==> config.mk <==
export PLATFORM = sky130hd
export DESIGN_NAME = fetch_aligner_flat
export DESIGN_NICKNAME = d
export VERILOG_FILES = /design/src/rtl/fetch_aligner_if.sv /design/src/rtl/fetch_aligner.sv /design/src/flat_wrapper.sv
export SDC_FILE = /design/constraint.sdc
export NUM_CORES = 1
export LEC_CHECK = 0
export ABC_AREA = 1
export ABC_CLOCK_PERIOD_IN_PS = 11000
export CORE_ASPECT_RATIO = 2
export CORE_MARGIN = 2
export CORE_UTILIZATION = 35
export CTS_BUF_LIST = sky130_fd_sc_hd__clkbuf_4 sky130_fd_sc_hd__clkbuf_8
export DETAILED_ROUTE_END_ITERATION = 16
export DONT_BUFFER_PORTS = 1
export PLACE_DENSITY = 0.59
export SLEW_MARGIN = 20
export SYNTH_ARGS = -nofsm -noshare
export SYNTH_HDL_FRONTEND = slang
export SYNTH_SLANG_ARGS = --single-unit
==> constraint.sdc <==
create_clock -name clk_i -period 11 [get_ports clk_i]
set_input_delay 1.65 -clock clk_i [delete_from_list [all_inputs] [get_ports clk_i]]
set_output_delay 1.65 -clock clk_i [all_outputs]
set_load 0.005 [all_outputs]
==> src/rtl/fetch_aligner_if.sv <==
// Fetch aligner bus: word fetch port toward instruction memory, redirect and
// stall from the core, and the aligned instruction toward decode.
interface fetch_aligner_if;
  logic        mem_req_o;
  logic [31:0] mem_addr_o;
  logic        mem_valid_i;
  logic [31:0] mem_rdata_i;
  logic        redirect_i;
  logic [31:0] redirect_pc_i;
  logic        stall_i;
  logic        instr_valid_o;
  logic [31:0] instr_o;
  logic        instr_is_c_o;
  logic [31:0] instr_pc_o;

  // Aligner side
  modport master (
    output mem_req_o, mem_addr_o, instr_valid_o, instr_o, instr_is_c_o, instr_pc_o,
    input  mem_valid_i, mem_rdata_i, redirect_i, redirect_pc_i, stall_i
  );

  // Memory / core side
  modport slave (
    input  mem_req_o, mem_addr_o, instr_valid_o, instr_o, instr_is_c_o, instr_pc_o,
    output mem_valid_i, mem_rdata_i, redirect_i, redirect_pc_i, stall_i
  );
endinterface

==> src/rtl/fetch_aligner.sv <==
// Instruction-fetch realignment: word fetches go into a halfword FIFO, and one
// compressed or 32-bit instruction is presented per cycle from its head.
module fetch_aligner #(
  parameter logic [31:0] RESET_PC = 32'h0000_0000,
  parameter int          HW_DEPTH = 4
) (
  input  logic           clk_i,
  input  logic           rst_i,
  fetch_aligner_if.master bus
);
  localparam int CW = $clog2(HW_DEPTH + 1);
  typedef logic [CW-1:0] cnt_t;

  logic [15:0] hw_buf [HW_DEPTH];
  logic [15:0] hw_nxt [HW_DEPTH];
  logic [15:0] hw_ext [HW_DEPTH+2];
  cnt_t        count, count_nxt, base;
  logic [31:0] fetch_addr, pc;
  logic        outstanding, discard, drop_low;
  logic [15:0] hw0, hw1, push_lo;
  logic        is_c, vld, consume, resp, req;
  logic [1:0]  pop_n, push_n;

  assign hw0  = hw_buf[0];
  assign hw1  = hw_buf[1];
  assign is_c = (hw0[1:0] != 2'b11);

  // A redirect hides whatever is in the buffer: it belongs to the old path.
  assign vld = !rst_i && !bus.redirect_i &&
               (is_c ? (count != '0) : (count >= cnt_t'(2)));
  // Only one word in flight, and only when both of its halfwords fit.
  assign req = !rst_i && !outstanding && !bus.redirect_i &&
               ((cnt_t'(HW_DEPTH) - count) >= cnt_t'(2));

  assign consume = vld && !bus.stall_i;
  assign resp    = bus.mem_valid_i && outstanding;
  assign pop_n   = consume ? (is_c ? 2'd1 : 2'd2) : 2'd0;
  assign push_n  = (resp && !discard) ? (drop_low ? 2'd1 : 2'd2) : 2'd0;
  assign push_lo = drop_low ? bus.mem_rdata_i[31:16] : bus.mem_rdata_i[15:0];
  assign base    = count - cnt_t'(pop_n);
  assign count_nxt = count + cnt_t'(push_n) - cnt_t'(pop_n);

  assign bus.mem_req_o     = req;
  assign bus.mem_addr_o    = fetch_addr;
  assign bus.instr_valid_o = vld;
  assign bus.instr_is_c_o  = is_c;
  assign bus.instr_o       = is_c ? {16'h0, hw0} : {hw1, hw0};
  assign bus.instr_pc_o    = pc;

  // Next buffer image: shift out consumed halfwords, then append the response
  // behind the survivors (push and pop may happen together).
  always_comb begin
    for (int i = 0; i < HW_DEPTH; i++) hw_ext[i] = hw_buf[i];
    hw_ext[HW_DEPTH]   = 16'h0;
    hw_ext[HW_DEPTH+1] = 16'h0;
    for (int i = 0; i < HW_DEPTH; i++) begin
      case (pop_n)
        2'd1:    hw_nxt[i] = hw_ext[i+1];
        2'd2:    hw_nxt[i] = hw_ext[i+2];
        default: hw_nxt[i] = hw_buf[i];
      endcase
      if (push_n != 2'd0 && cnt_t'(i) == base)
        hw_nxt[i] = push_lo;
      if (push_n == 2'd2 && cnt_t'(i) == base + cnt_t'(1))
        hw_nxt[i] = bus.mem_rdata_i[31:16];
    end
  end

  // Fetch/PC state; a redirect overrides push, pop and request in its cycle.
  always_ff @(posedge clk_i or posedge rst_i) begin
    if (rst_i) begin
      hw_buf      <= '{default: '0};
      count       <= '0;
      outstanding <= 1'b0;
      discard     <= 1'b0;
      fetch_addr  <= RESET_PC & ~32'h3;
      pc          <= RESET_PC;
      drop_low    <= RESET_PC[1];
    end else if (bus.redirect_i) begin
      hw_buf      <= hw_nxt;
      count       <= '0;
      pc          <= bus.redirect_pc_i & ~32'h1;
      fetch_addr  <= bus.redirect_pc_i & ~32'h3;
      drop_low    <= bus.redirect_pc_i[1];
      // A response landing this cycle is simply dropped; one still in flight
      // must be discarded when it eventually arrives.
      outstanding <= outstanding && !bus.mem_valid_i;
      discard     <= outstanding && !bus.mem_valid_i;
    end else begin
      hw_buf <= hw_nxt;
      count  <= count_nxt;
      if (req) begin
        outstanding <= 1'b1;
        fetch_addr  <= fetch_addr + 32'd4;
      end else if (resp) begin
        outstanding <= 1'b0;
      end
      if (resp && discard)              discard  <= 1'b0;
      if (resp && !discard && drop_low) drop_low <= 1'b0;
      if (consume) pc <= pc + (is_c ? 32'd2 : 32'd4);
    end
  end
endmodule
==> src/flat_wrapper.sv <==
// flat-port wrapper written by rule: the top's interface ports become plain ports
module fetch_aligner_flat 
#(
  parameter logic [31:0] RESET_PC = 32'h0000_0000,
  parameter int          HW_DEPTH = 4
)
  (clk_i, rst_i, bus_mem_req_o, bus_mem_addr_o, bus_instr_valid_o, bus_instr_o, bus_instr_is_c_o, bus_instr_pc_o, bus_mem_valid_i, bus_mem_rdata_i, bus_redirect_i, bus_redirect_pc_i, bus_stall_i);
  fetch_aligner_if bus_i ();
  input  logic clk_i;
  input  logic rst_i;
  output wire logic [$bits(bus_i.mem_req_o)-1:0] bus_mem_req_o;
  output wire logic [$bits(bus_i.mem_addr_o)-1:0] bus_mem_addr_o;
  output wire logic [$bits(bus_i.instr_valid_o)-1:0] bus_instr_valid_o;
  output wire logic [$bits(bus_i.instr_o)-1:0] bus_instr_o;
  output wire logic [$bits(bus_i.instr_is_c_o)-1:0] bus_instr_is_c_o;
  output wire logic [$bits(bus_i.instr_pc_o)-1:0] bus_instr_pc_o;
  input wire logic [$bits(bus_i.mem_valid_i)-1:0] bus_mem_valid_i;
  input wire logic [$bits(bus_i.mem_rdata_i)-1:0] bus_mem_rdata_i;
  input wire logic [$bits(bus_i.redirect_i)-1:0] bus_redirect_i;
  input wire logic [$bits(bus_i.redirect_pc_i)-1:0] bus_redirect_pc_i;
  input wire logic [$bits(bus_i.stall_i)-1:0] bus_stall_i;
  assign bus_mem_req_o = bus_i.mem_req_o;
  assign bus_mem_addr_o = bus_i.mem_addr_o;
  assign bus_instr_valid_o = bus_i.instr_valid_o;
  assign bus_instr_o = bus_i.instr_o;
  assign bus_instr_is_c_o = bus_i.instr_is_c_o;
  assign bus_instr_pc_o = bus_i.instr_pc_o;
  assign bus_i.mem_valid_i = bus_mem_valid_i;
  assign bus_i.mem_rdata_i = bus_mem_rdata_i;
  assign bus_i.redirect_i = bus_redirect_i;
  assign bus_i.redirect_pc_i = bus_redirect_pc_i;
  assign bus_i.stall_i = bus_stall_i;
  fetch_aligner #(.RESET_PC(RESET_PC), .HW_DEPTH(HW_DEPTH)) u_core (.clk_i(clk_i), .rst_i(rst_i), .bus(bus_i));
endmodule
==> impl_metrics.yaml, run 1 <==
logic_synthesis:
  synth_area_um2: 9260
  yosysUniqueCellTypes: 39
  synth_ff_type: "dfrtp_1"
  synthArstFlopShare: 1.00
  synth_area_leaders: "dfrtp_1 35%, nand2_1 19%, inv_1 7.7%"
  yosys.area.top_type: "dfrtp_1"
  synth_edf_count: 0
  synth_warnings: 0
  syn_inst: 1412
  syn_area_per_cell_um2: 6.56
  synth_top_area_share: 0.354
  ys_seq_area_frac: 0.354
  synth-seq-cells: 131
detailed_routing:
  detail_route.wirelength_um: 36700
  vias: 9231
  drt_first_pass_iters: 5
  drc: 0
  wl_per_cell_um: 21.3
  final_antenna_net_count: 0
  drtIter0Drc: 782
  vias_per_cell: 5.37
layout:
  layout_common_cells: "472 x nand2_1, 189 x inv_1, 131 x dfrtp_1"
  drive_above_1_share: 0.0422
  mostFrequentLayoutCell: "nand2_1"
  layout.cells.non_filler: 1720
  fillCellCount: 2867
  nets: 1445
  area_growth_pct: 4.97
power:
  p_sw_frac: 0.436
  power_frac_seq: 0.416
  p_leak_nw: 4.92
  intPower_mw: 1.04
  p_switching_mw: 0.808
  peakVddDrop_mv: 0.106
  p_comb_frac: 0.341
  clkPwrFrac: 0.243
  p_per_area_nw_per_um2: 191
sta:
  setup_viol: 0
  layout_setup_ws_ns: 5.46
  hold_ws_ns: 0.481
  period_share: 0.504
  period_needed_ns: 5.54
  clock_skew_ns: 0.0175
  maxSlewHeadroom: 0.283
  hold_violations: 0
  max_freq_mhz: 181
  rsz0062_at_grt: "no"
  timing.setup.tns_ns: 0
  tightest_slew_ns: 1.08
  slew_violations: 0
floorplanning:
  initial_utilization: 0.354
  core_um2: 26200
  fp.dieArea_um2: 27900
  chipWidth_um: 119
  ios: 168
  die_height_um: 234
  std_cell_rows: 84
worst_setup_path:
  crit_chain: "inv_1 > nand2_1 > nor2_1 > ha_1 > inv_1 > fa_1 > inv_1 > nor2_1 > ha_1 > inv_1 > nor2_1 > nand2_1 > nor2_4 > clkinv_1 > nand3_1 > nand2_1 > nand2_1"
  crit_buf_inv: 5
  worstPathArrival_ns: 5.97
  r2r-end: "u_core.hw1[14]$_DFFE_PP0P_"
  cp_max_fo: 26
  endpoint_kind: "register"
  setup.worst_path.start_class: "input port"
  worstSetupPathType: "in2reg"
  reg2regPathDepth: 17
  r2r_start: "u_core.hw0[0]$_DFFE_PP0P_"
  ff2ff_setup_slack_ns: 5.55
  critPathSlowestCell: "clkinv_1"
  required_ns: 11.43
  critPathMaxStageDelay_ns: 0.75
  cp_top_family: "simple AND/OR/NAND/NOR gates"
global_route:
  grt_remaining_overflow: 0
  first_global_vias: 9069
  grt_first_pass_wirelength_um: 54500
  antenna_found_initial: 1
  grt_max_degree: 75
  grt_use_total: 0.266
place:
  placedCellCount: 1687
  place_ws_ns: 5.04
  routabilityCongestion: 0.954
  dp_hpwl_um: 27500
  numPortBuffers: 0
clocking:
  post_cts_buffers: 0
  cts_max_level: 4
  cts_made_buffers: 17
  clk_latency_ns: 0.51
  root_buffer: "clkbuf_8"
  cts_tree: "built"
  clock_sinks: 131
  cts_hold_buf: 0
  ctsResizeCount: 0
  cts_max_path_buffers: 2
  clkTransAtPathRegs_ns: 0.07
outcome:
  status: "finished, final reports clean"
flow_run:
  maxCapViolCount: 0
min_path:
  hold_class: "reg2reg"
  holdPathStages: 2
  hold_path_end: "u_core.hw1[1]$_DFFE_PP0P_"
  min_from: "u_core.hw1[1]$_DFFE_PP0P_"
worst min-delay path, delay by kind of cell (launching register included):
| kind | cells | cell delay (ns) |
|---|---|---|
| flops | 1 | 0.35 |
| simple gates | 2 | 0.10 |
stage by stage:
stage | total power, mW | area (um^2) | utilization
after global placement | 1.40 | 9310 | 0.356
after global routing | 1.98 | 9720 | 0.372
final | 1.85 | 9720 | 0.372
after detailed placement | 1.41 | 9310 | 0.356
after floorplan | 1.25 | 9270 | -
after CTS | 1.87 | 9720 | 0.371
cell usage after synthesis (all sizes together) (3+ instances only):
| master | number |
|---|---|
| nand2 | 473 |
| o221ai | 19 |
| clkbuf | 26 |
| nand3b | 3 |
| buf | 52 |
| nor2 | 124 |
| dfrtp | 131 |
| fa | 4 |
| a21oi | 66 |
| ha | 10 |
| inv | 194 |
| nand3 | 128 |
| o211ai | 15 |
| xor2 | 27 |
| nand4 | 28 |
| o21ai | 66 |
| nor3 | 29 |
| xnor2 | 4 |
area by class of cell:
class | instances | area [um^2] | share of cell area
Antenna cell | 1 | 2.50 | 0.000257
Clock buffer | 18 | 248 | 0.0255
Clock inverter | 14 | 164 | 0.0169
Inverter | 195 | 737 | 0.0758
Multi-Input combinational cell | 1010 | 4810 | 0.495
Sequential cell | 131 | 3280 | 0.337
Tap cell | 344 | 430 | 0.0443
Timing Repair Buffer | 7 | 52.6 | 0.00540
power groups by stage:
stage	Clock (mW)	Combinational (mW)	Sequential, mW
after floorplan	0	0.529	0.717
after global placement	0	0.616	0.782
after detailed placement	0	0.627	0.784
after CTS	0.460	0.631	0.775
after global routing	0.478	0.714	0.789
final	0.450	0.631	0.772
sequential cells by signal (all words and copies together) (netlist names):
register	cells
u_core.outstanding	1
u_core.hw0	16
u_core.hw1	16
u_core.count	3
u_core.bus.instr_pc_o	31
u_core.drop_low	1
u_core.bus.mem_addr_o	30
u_core.hw_buf	32
u_core.discard	1
how the worst max path moves through the flow:
stage,startpoint,endpoint,cells past startpoint
finish,bus_stall_i,u_core.hw1[14]$_DFFE_PP0P_,17
global route,u_core.hw0[0]$_DFFE_PP0P_,u_core.hw1[0]$_DFFE_PP0P_,18
CTS,bus_stall_i,u_core.hw1[14]$_DFFE_PP0P_,16
detailed placement,bus_stall_i,u_core.hw1[14]$_DFFE_PP0P_,16
global placement,bus_stall_i,u_core.hw1[2]$_DFFE_PP0P_,17
floorplan,rst_i,u_core.bus.instr_pc_o[10]$_DFFE_PP0N_,1
cell families after synthesis:
logic type / synth area share
AOI/OAI and AO/OA: 0.108
other: 0.000405
buffers and inverters: 0.128
and+or+nand+nor: 0.357
adders and majority gates: 0.0222
xor gates and xnor gates: 0.0301
DFF: 0.354
routing by layer:
metal	vias to the layer above	track usage	wire, um	part of all wire
li1	4382	-	-	-
met1	4334	0.234	11200	0.31
met2	398	0.497	19400	0.53
met3	117	0.0640	2550	0.069
met4	0	0.229	3520	0.096
met5	-	0	0	0
No activity file was read; power rests on OpenSTA's default activity.
==> inputs of run 2 (changes only) <==
--- a/config.mk
+++ b/config.mk
@@ -6,7 +6,7 @@
 export NUM_CORES = 1
 export LEC_CHECK = 0
 export ABC_AREA = 1
-export ABC_CLOCK_PERIOD_IN_PS = 11000
+export ABC_CLOCK_PERIOD_IN_PS = 5350
 export CORE_ASPECT_RATIO = 2
 export CORE_MARGIN = 2
 export CORE_UTILIZATION = 35
==> constraint.sdc (replaced) <==
create_clock -name clk_i -period 5.35 [get_ports clk_i]
set_input_delay 0.8025 -clock clk_i [delete_from_list [all_inputs] [get_ports clk_i]]
set_output_delay 0.8025 -clock clk_i [all_outputs]
set_load 0.005 [all_outputs]
==> impl_metrics.yaml, run 2 (synthesis gave the netlist of run 1 again) <==
outcome:
  status: "finished, final reports clean"
floorplanning:
  initial_utilization: 0.354
  die_height_um: 234
  ios: 168
  core_um2: 26200
  std_cell_rows: 84
  fp.dieArea_um2: 27900
  chipWidth_um: 119
sta:
  setup_viol: 0
  period_needed_ns: 4.72
  period_share: 0.883
  max_freq_mhz: 212
  timing.setup.tns_ns: 0
  rsz0062_at_grt: "no"
  clock_skew_ns: 0.0157
  hold_ws_ns: 0.338
  tightest_slew_ns: 1.04
  hold_violations: 0
  maxSlewHeadroom: 0.304
  slew_violations: 0
global_route:
  grt_remaining_overflow: 0
  first_global_vias: 9250
  grt_max_degree: 94
  antenna_found_initial: 2
  grt_use_total: 0.277
  grt_first_pass_wirelength_um: 56300
clocking:
  ctsResizeCount: 0
  cts_hold_buf: 0
  cts_max_level: 4
  post_cts_buffers: 0
  clock_sinks: 131
  cts_made_buffers: 17
  cts_max_path_buffers: 2
  cts_tree: "built"
  clk_latency_ns: 0.52
  root_buffer: "clkbuf_8"
  clkTransAtPathRegs_ns: 0.09
detailed_routing:
  drc: 0
  wl_per_cell_um: 22.2
  vias: 9386
  final_antenna_net_count: 0
  drtIter0Drc: 722
  drt_first_pass_iters: 6
  detail_route.wirelength_um: 38300
  vias_per_cell: 5.44
worst_setup_path:
  required_ns: 5.75
  r2r-end: "u_core.hw1[14]$_DFFE_PP0P_"
  worstPathArrival_ns: 5.13
  worstSetupPathType: "reg2reg"
  setup.worst_path.start_class: "register"
  crit_chain: "inv_1 > ha_1 > ha_1 > nand2_1 > nand2_1 > nor2_1 > nand2_1 > nor2_1 > ha_1 > inv_1 > fa_1 > xor2_2 > ha_1 > inv_1 > nor2_1 > nand2_1 > nor2_4 > clkinv_1 > buf_4 > nor2_1 > nor2_1 > nand2_1 > nand2_1"
  reg2regPathDepth: 23
  timing.critical_path.to: "u_core.hw1[14]$_DFFE_PP0P_"
  ff2ff_setup_slack_ns: 0.63
  critPathSlowestCell: "clkinv_1"
  cp_max_fo: 16
  crit_path_start: "u_core.count[1]$_DFF_PP0_"
  r2r_start: "u_core.count[1]$_DFF_PP0_"
  cpMostUsedCell: "nand2_1"
  critPathMaxStageDelay_ns: 0.54
  endpoint_kind: "register"
layout:
  ff_latch_area_um2: 3280
  area_growth_pct: 6.07
  layout_common_cells: "472 x nand2_1, 189 x inv_1, 131 x dfrtp_1"
  top_register: "u_core.hw_buf"
  drive_above_1_share: 0.0463
  nets: 1452
  fillCellCount: 2884
  mostFrequentLayoutCell: "nand2_1"
  multi_input_area_um2: 4810
  largest_reg_flops: 32
place:
  routabilityCongestion: 0.938
  dp_hpwl_um: 28400
  numPortBuffers: 0
min_path:
  hold_class: "in2reg"
  min_from: "bus_redirect_i"
  holdPathStages: 1
flow_run:
  maxCapViolCount: 0
power:
  p_per_area_nw_per_um2: 404
  peakVddDrop_mv: 0.252
  p_leak_nw: 4.97
run 2: report_power, final:
group	total, mW	switching [mW]	leakage [nW]	internal, mW
logic	1.32	0.890	3.07	0.432
clock network	1.04	0.481	0.224	0.559
registers	1.60	0.329	1.67	1.27
run 2: worst min-delay path by stage:
stage	to	slack, ns
final	u_core.count[2]$_DFF_PP0_	0.34
after global routing	u_core.count[2]$_DFF_PP0_	0.31
after CTS	u_core.count[2]$_DFF_PP0_	0.31
after detailed placement	u_core.hw1[7]$_DFFE_PP0P_	0.47
after global placement	u_core.hw1[3]$_DFFE_PP0P_	0.46
after floorplan	u_core.hw1[0]$_DFFE_PP0P_	0.45
run 2: final cells by class:
class,count,share of cell area
Sequential cell,131,0.334
Timing Repair Buffer,14,0.0107
Tap cell,344,0.0438
Multi-Input combinational cell,1010,0.490
Clock buffer,17,0.0238
Inverter,195,0.0750
Antenna cell,1,0.000255
Clock inverter,14,0.0231
run 2: metrics by stage:
stage	instances	instance area, um^2	total power, mW	util	setup WS (ns)
after detailed placement	1694	9360	2.93	0.358	0.691
after global routing	1726	9820	4.21	0.375	0.191
final	1726	9820	3.96	0.375	0.627
after CTS	1725	9820	3.97	0.375	0.640
after global placement	1694	9360	2.90	0.358	0.727
after floorplan	1414	9270	2.56	-	1.05
run 2: routing by layer:
layer | GRT usage | part of all wire | vias up
li1 | - | - | 4388
met3 | 0.0846 | 0.073 | 153
met5 | 0 | 0.00029 | -
met2 | 0.520 | 0.53 | 423
met1 | 0.232 | 0.30 | 4420
met4 | 0.235 | 0.094 | 2
run 2: worst max-delay path, delay by kind of cell (launching register included):
kind	cells	cell delay (ns)
and+or+nand+nor	12	1.57
xor gates and xnor gates	1	0.21
buffers and inverters	5	1.12
DFF	1	0.44
adders and majority gates	5	1.28
